$ cat src/rtl/mem_arbiter_ctrl_if.sv
// rtl/mem_arbiter_ctrl_if.sv - fetch, load/store and RAM-pin signal bundle for mem_arbiter_ctrl
interface mem_arbiter_ctrl_if #(
    parameter int ADDR_W = 32
);
    logic              if_req;
    logic [ADDR_W-1:0] if_addr;
    logic              if_done;
    logic [31:0]       if_data;
    logic              ls_req;
    logic              ls_wr;
    logic [1:0]        ls_size;
    logic [ADDR_W-1:0] ls_addr;
    logic [31:0]       ls_wdata;
    logic              ls_done;
    logic [31:0]       ls_rdata;
    logic              io_buffer_full;
    logic [7:0]        mem_din;
    logic [7:0]        mem_dout;
    logic [ADDR_W-1:0] mem_a;
    logic              mem_wr;
    logic              busy;

    modport slave (
        input  if_req, if_addr, ls_req, ls_wr, ls_size, ls_addr, ls_wdata,
        input  io_buffer_full, mem_din,
        output if_done, if_data, ls_done, ls_rdata, mem_dout, mem_a, mem_wr, busy
    );

    modport master (
        output if_req, if_addr, ls_req, ls_wr, ls_size, ls_addr, ls_wdata,
        output io_buffer_full, mem_din,
        input  if_done, if_data, ls_done, ls_rdata, mem_dout, mem_a, mem_wr, busy
    );
endinterface

$ cat src/rtl/mem_arbiter_ctrl.sv
// rtl/mem_arbiter_ctrl.sv - byte-serial RAM port sequencer for fetch and load/store (optional MEM_ARBITER_RR_EN round-robin)
module mem_arbiter_ctrl #(
    parameter int ADDR_W    = 32,
    parameter int IO_SEL_HI = 17
) (
    input  logic clk_in,
    input  logic rst_in,
    input  logic rdy_in,
    input  logic clear_in,
    mem_arbiter_ctrl_if.slave bus
);
    typedef enum logic [1:0] {IDLE, RD, WR, DONE} state_t;

    state_t            state;
    logic [ADDR_W-1:0] base;
    logic [31:0]       wdata;
    logic [31:0]       data;
    logic [2:0]        n;
    logic [2:0]        k;
    logic [2:0]        c;
    logic              pend;
    logic              rewind;
    logic              own_ls;
    logic              is_wr;
`ifdef MEM_ARBITER_RR_EN
    logic              last_ls;
`endif

    logic [2:0]        k_cur;
    logic              rd_issue;
    logic [ADDR_W-1:0] rd_addr;
    logic [ADDR_W-1:0] wr_addr;
    logic              io_stall;
    logic              ls_ok;
    logic              if_ok;
    logic              grant_ls;
    logic              grant_if;
    logic [2:0]        n_req;

    // Issue pointer, RAM pin drive and grant decision for the current cycle
    always_comb begin
        k_cur    = rewind ? c : k;
        rd_issue = (state == RD) && (k_cur < n);
        rd_addr  = base + ADDR_W'(k_cur);
        wr_addr  = base + ADDR_W'(k);
        io_stall = (state == WR) && (wr_addr[IO_SEL_HI -: 2] == 2'b11) && bus.io_buffer_full;

        bus.mem_a    = '0;
        bus.mem_dout = '0;
        if (rd_issue) begin
            bus.mem_a = rd_addr;
        end else if (state == WR) begin
            bus.mem_a    = wr_addr;
            bus.mem_dout = wdata[{k[1:0], 3'b000} +: 8];
        end
        bus.mem_wr = (state == WR) && rdy_in && !io_stall;

        bus.busy     = (state != IDLE);
        bus.if_data  = data;
        bus.ls_rdata = data;
        bus.if_done  = (state == DONE) && rdy_in && !own_ls && !clear_in;
        bus.ls_done  = (state == DONE) && rdy_in && own_ls && (is_wr || !clear_in);

        ls_ok = bus.ls_req && (bus.ls_wr || !clear_in);
        if_ok = bus.if_req && !clear_in;
`ifdef MEM_ARBITER_RR_EN
        grant_ls = ls_ok && (!if_ok || bus.ls_wr || !last_ls);
`else
        grant_ls = ls_ok;
`endif
        grant_if = if_ok && !grant_ls;

        case (bus.ls_size)
            2'd1:    n_req = 3'd2;
            2'd2:    n_req = 3'd4;
            default: n_req = 3'd1;
        endcase
    end

    // Main sequencer: grant, byte issue/capture, write stream, done
    always_ff @(posedge clk_in) begin
        if (rst_in) begin
            state  <= IDLE;
            base   <= '0;
            wdata  <= '0;
            data   <= '0;
            n      <= '0;
            k      <= '0;
            c      <= '0;
            pend   <= 1'b0;
            rewind <= 1'b0;
            own_ls <= 1'b0;
            is_wr  <= 1'b0;
`ifdef MEM_ARBITER_RR_EN
            last_ls <= 1'b0;
`endif
        end else if (rdy_in) begin
            case (state)
                IDLE: begin
                    k      <= '0;
                    c      <= '0;
                    pend   <= 1'b0;
                    rewind <= 1'b0;
                    if (grant_ls) begin
                        base   <= bus.ls_addr;
                        wdata  <= bus.ls_wdata;
                        n      <= n_req;
                        own_ls <= 1'b1;
                        is_wr  <= bus.ls_wr;
                        data   <= '0;
                        state  <= bus.ls_wr ? WR : RD;
`ifdef MEM_ARBITER_RR_EN
                        last_ls <= 1'b1;
`endif
                    end else if (grant_if) begin
                        base   <= bus.if_addr;
                        n      <= 3'd4;
                        own_ls <= 1'b0;
                        is_wr  <= 1'b0;
                        data   <= '0;
                        state  <= RD;
`ifdef MEM_ARBITER_RR_EN
                        last_ls <= 1'b0;
`endif
                    end
                end
                RD: begin
                    if (clear_in) begin
                        state  <= IDLE;
                        k      <= '0;
                        c      <= '0;
                        pend   <= 1'b0;
                        rewind <= 1'b0;
                    end else begin
                        rewind <= 1'b0;
                        if (pend) begin
                            data[{c[1:0], 3'b000} +: 8] <= bus.mem_din;
                            c <= c + 3'd1;
                            if (c == n - 3'd1) begin
                                state <= DONE;
                            end
                        end
                        if (k_cur < n) begin
                            k    <= k_cur + 3'd1;
                            pend <= 1'b1;
                        end else begin
                            k    <= k_cur;
                            pend <= 1'b0;
                        end
                    end
                end
                WR: begin
                    if (!io_stall) begin
                        k <= k + 3'd1;
                        if (k == n - 3'd1) begin
                            state <= DONE;
                        end
                    end
                end
                DONE: begin
                    state <= IDLE;
                end
                default: state <= IDLE;
            endcase
        end else if (state == RD) begin
            // byte in flight is lost; re-issue from the first uncaptured byte
            pend   <= 1'b0;
            rewind <= 1'b1;
        end
    end
endmodule
$ cat src/flat_wrapper.sv
// flat-port wrapper written by rule: the top's interface ports become plain ports
module mem_arbiter_ctrl_flat 
#(
    parameter int ADDR_W    = 32,
    parameter int IO_SEL_HI = 17
)
  (clk_in, rst_in, rdy_in, clear_in, bus_if_req, bus_if_addr, bus_ls_req, bus_ls_wr, bus_ls_size, bus_ls_addr, bus_ls_wdata, bus_io_buffer_full, bus_mem_din, bus_if_done, bus_if_data, bus_ls_done, bus_ls_rdata, bus_mem_dout, bus_mem_a, bus_mem_wr, bus_busy);
  mem_arbiter_ctrl_if #(.ADDR_W(ADDR_W)) bus_i ();
  input  logic clk_in;
  input  logic rst_in;
  input  logic rdy_in;
  input  logic clear_in;
  input wire logic [$bits(bus_i.if_req)-1:0] bus_if_req;
  input wire logic [$bits(bus_i.if_addr)-1:0] bus_if_addr;
  input wire logic [$bits(bus_i.ls_req)-1:0] bus_ls_req;
  input wire logic [$bits(bus_i.ls_wr)-1:0] bus_ls_wr;
  input wire logic [$bits(bus_i.ls_size)-1:0] bus_ls_size;
  input wire logic [$bits(bus_i.ls_addr)-1:0] bus_ls_addr;
  input wire logic [$bits(bus_i.ls_wdata)-1:0] bus_ls_wdata;
  input wire logic [$bits(bus_i.io_buffer_full)-1:0] bus_io_buffer_full;
  input wire logic [$bits(bus_i.mem_din)-1:0] bus_mem_din;
  output wire logic [$bits(bus_i.if_done)-1:0] bus_if_done;
  output wire logic [$bits(bus_i.if_data)-1:0] bus_if_data;
  output wire logic [$bits(bus_i.ls_done)-1:0] bus_ls_done;
  output wire logic [$bits(bus_i.ls_rdata)-1:0] bus_ls_rdata;
  output wire logic [$bits(bus_i.mem_dout)-1:0] bus_mem_dout;
  output wire logic [$bits(bus_i.mem_a)-1:0] bus_mem_a;
  output wire logic [$bits(bus_i.mem_wr)-1:0] bus_mem_wr;
  output wire logic [$bits(bus_i.busy)-1:0] bus_busy;
  assign bus_i.if_req = bus_if_req;
  assign bus_i.if_addr = bus_if_addr;
  assign bus_i.ls_req = bus_ls_req;
  assign bus_i.ls_wr = bus_ls_wr;
  assign bus_i.ls_size = bus_ls_size;
  assign bus_i.ls_addr = bus_ls_addr;
  assign bus_i.ls_wdata = bus_ls_wdata;
  assign bus_i.io_buffer_full = bus_io_buffer_full;
  assign bus_i.mem_din = bus_mem_din;
  assign bus_if_done = bus_i.if_done;
  assign bus_if_data = bus_i.if_data;
  assign bus_ls_done = bus_i.ls_done;
  assign bus_ls_rdata = bus_i.ls_rdata;
  assign bus_mem_dout = bus_i.mem_dout;
  assign bus_mem_a = bus_i.mem_a;
  assign bus_mem_wr = bus_i.mem_wr;
  assign bus_busy = bus_i.busy;
  mem_arbiter_ctrl #(.ADDR_W(ADDR_W), .IO_SEL_HI(IO_SEL_HI)) u_core (.clk_in(clk_in), .rst_in(rst_in), .rdy_in(rdy_in), .clear_in(clear_in), .bus(bus_i));
endmodule
$ cat config.mk
export PLATFORM = sky130hd
export DESIGN_NAME = mem_arbiter_ctrl_flat
export DESIGN_NICKNAME = d
export VERILOG_FILES = /design/src/rtl/mem_arbiter_ctrl_if.sv /design/src/rtl/mem_arbiter_ctrl.sv /design/src/flat_wrapper.sv
export SDC_FILE = /design/constraint.sdc
export NUM_CORES = 1
export LEC_CHECK = 0
export CORE_ASPECT_RATIO = 1.75
export CORE_MARGIN = 4
export CORE_UTILIZATION = 36
export CTS_CLUSTER_DIAMETER = 30
export DETAILED_ROUTE_END_ITERATION = 10
export PLACE_DENSITY = 0.76
export SLEW_MARGIN = 10
export SYNTH_ARGS = -nofsm -noshare
export SYNTH_HDL_FRONTEND = slang
export SYNTH_SLANG_ARGS = --single-unit
$ cat constraint.sdc
create_clock -name clk_in -period 8.03 [get_ports clk_in]
set_input_delay 2.0075 -clock clk_in [delete_from_list [all_inputs] [get_ports clk_in]]
set_output_delay 2.0075 -clock clk_in [all_outputs]
set_load 0.02 [all_outputs]
==> results.ini <==
[layout]
final_util = 0.497
syn_to_final_growth_pct = 35.6
fin_area_sq_um = 9280
drive_gt1_frac = 0.0413
final_cells = 1280
final_cell_mix = clkdlybuf4s50_1 (220), nand2_1 (126), dfxtp_1 (111)
mostFrequentLayoutCell = clkdlybuf4s50_1
nets = 1174

[setup_path]
cp.required_ns = 6.02
cp_num_buf_inv = 3
cp_num_cells = 11
cp_max_fo = 27
max_stage_delay_ns = 0.93
cp_top_family = simple AND/OR/NAND/NOR gates
cp.arrival_ns = 4.46
critPathKind = reg -> out
r2r_slack_ns = 4.73
r2r_cells = 8
worstSetupEndpoint = bus_mem_a[6]
cp_cell_sequence = buf_4 -> mux2i_1 -> inv_1 -> ha_1 -> nand2b_1 -> o221ai_1 -> nand3_1 -> nor2_1 -> a311oi_1 -> a31oi_1 -> clkdlybuf4s50_1
start_kind = flop
end_kind = output pin
cp-startpoint = u_core.k[1]
reg2reg_from = u_core.k[0]
r2r_end = u_core.state[0]
crit_slowest_cell = nand3_1

[synth]
ys_types = 60
synthFlopType = dfxtp_1
synth-edff-count = 0
syn_area_sq_um = 6850
synth.avg_cell_area_sq_um = 7.76
synth-seq-cells = 111
synth_nets = 1020
async_reset_ff_frac = 0
ys_seq_area_frac = 0.325
synth_cells = 882
ys.warnings.count = 0

[placed_design]
place_inst = 1263
dp_hpwl_mm = 17.6
placed_cell_area_sq_um = 8990
port_buffers = 221
gp_congestion = 0.925

[clocking]
ctsResizeCount = 0
postCtsHoldBufs = 0
path_clk_slew_ns = 0.08
cts.path.max_buffers = 2
cts_buffers = 9
htreeDepth = 3
post_cts_buffers = 0
insertion_delay_ns = 0.36
cts_tree = done
cts_sinks = 111
cts_root_buffer = clkbuf_16

[timing]
rsz0062_at_grt = no
period_minus_slack_ns = 6.47
hold_ws_ns = 0.458
finalClockSkew_ns = 0.0111
max_freq_mhz = 155
worstMarginPinSlew_ns = 1.17
final_hold_viol_count = 0
relSlewSlack = 0.217
final_max_slew_viol_count = 0
min_period_over_period = 0.806
setup_tns_ns = 0
finalSetupViolations = 0

[global_routing]
antenna_found_initial = 2
first_global_vias = 6961
gr-total-overflow = 0
grt_max_degree = 69
grt_pass1_wl_mm = 35.3
grtUsageTotal = 0.204

[route]
drt_iter0_markers = 612
firstDrtPassIters = 5
vias = 7214
drt_wl_total_mm = 22.8
vias_per_cell = 5.64
drc_errors = 0
ant_nets = 0
post_drt_wl_per_cell_microns = 17.9

[pwr]
vdd_drop_max_uv = 93.4
power.density_nw_per_um2 = 153
leakagePower_uw = 0.00330

[floorplanning]
start_util = 0.367
rows = 66
ioPinCount = 222
design.core.area_sq_um = 18700
die_h_microns = 190
die_x_microns = 112
design.die.area_sq_um = 21400

[status]
status = finished, final reports clean

[job]
maxCapViolCount = 0

[worst_hold_path]
hp-class = reg -> reg

==> registers in the layout (all words and copies together), names as in the netlist <==
register / cells
u_core.base: 32
u_core.bus.if_data: 32
u_core.wdata: 32
u_core.c: 3
u_core.k: 3
u_core.n: 3
u_core.state: 2
u_core.is_wr: 1
u_core.own_ls: 1
u_core.pend: 1
u_core.rewind: 1
==> cells in the mapped netlist (all sizes together), types with 4 or more instances <==
cell type,instances,area (sq um)
a211oi,37,278
a21o,4,30.0
a21oi,88,440
a221oi,5,43.8
a22oi,13,97.6
a311oi,10,87.6
a31oi,13,81.3
and2,4,25.0
and3,18,113
and4,4,35.0
buf,41,278
clkbuf,45,169
dfxtp,111,2220
ha,22,275
inv,25,93.8
mux2i,35,350
mux4,8,180
nand2,126,473
nand2b,4,25.0
nand3,42,210
nand4,12,75.1
nor2,97,364
nor2b,4,25.0
nor3,11,66.3
nor4,6,37.5
o21a,8,60.1
o21ai,32,160
xnor2,5,43.8
xor2,8,70.1
==> metrics by stage <==
stage	worst slack, ns	power, uW
2_1_floorplan	2.76	838
3_3_place_gp	2.07	980
3_5_place_dp	2.04	987
4_1_cts	1.62	1430
5_1_grt	1.27	1490
6_report	1.56	1420
==> logic make-up after synthesis <==
| kind of cell | after synthesis | synth area share |
|---|---|---|
| buffers and inverters | 111 | 0.0789 |
| DFF | 111 | 0.325 |
| xor gates and xnor gates | 14 | 0.0201 |
| AOI/OAI and AO/OA | 235 | 0.219 |
| muxes | 45 | 0.0813 |
| adders and majority gates | 24 | 0.0461 |
| and+or+nand+nor | 342 | 0.230 |
==> how the worst min path moves through the flow <==
stage / startpoint / end / depth (start not counted)
after floorplan: u_core.wdata[10] / u_core.wdata[10] / 2
after global placement: u_core.wdata[28] / u_core.wdata[28] / 2
after detailed placement: u_core.wdata[8] / u_core.wdata[8] / 2
after CTS: u_core.wdata[8] / u_core.wdata[8] / 2
after global routing: u_core.wdata[10] / u_core.wdata[10] / 2
final: u_core.wdata[8] / u_core.wdata[8] / 2
==> power breakdown <==
group / switching, uW / internal, uW
Sequential: 48.3 / 585
Clock: 227 / 218
Combinational: 194 / 150
Total: 470 / 953
==> area by class of cell <==
class | count | area, sq um
Clock inverter | 6 | 62.6
Multi-Input combinational cell | 660 | 4110
Antenna cell | 2 | 5.00
Clock buffer | 9 | 225
Fill cell | 1803 | 9380
Sequential cell | 111 | 2220
Tap cell | 238 | 298
Timing Repair Buffer | 229 | 2270
Inverter | 25 | 93.8
==> routing by layer <==
layer	track usage	up-vias	routed length, microns
li1	-	3473	-
met1	0.210	3318	8020
met2	0.388	341	12400
met3	0.0292	82	1250
met4	0.114	0	1200
met5	0	-	0
==> worst reg2reg max path, cell delays in order, from the launching register on <==
cell,delay [ns]
dfxtp_1,0.74
ha_1,0.31
fa_1,0.23
a21oi_1,0.14
or4b_1,0.67
nor4_1,0.38
o22ai_1,0.23
or4_1,0.43
o211ai_1,0.10
Note: power is estimated with default switching activity, not from simulation.
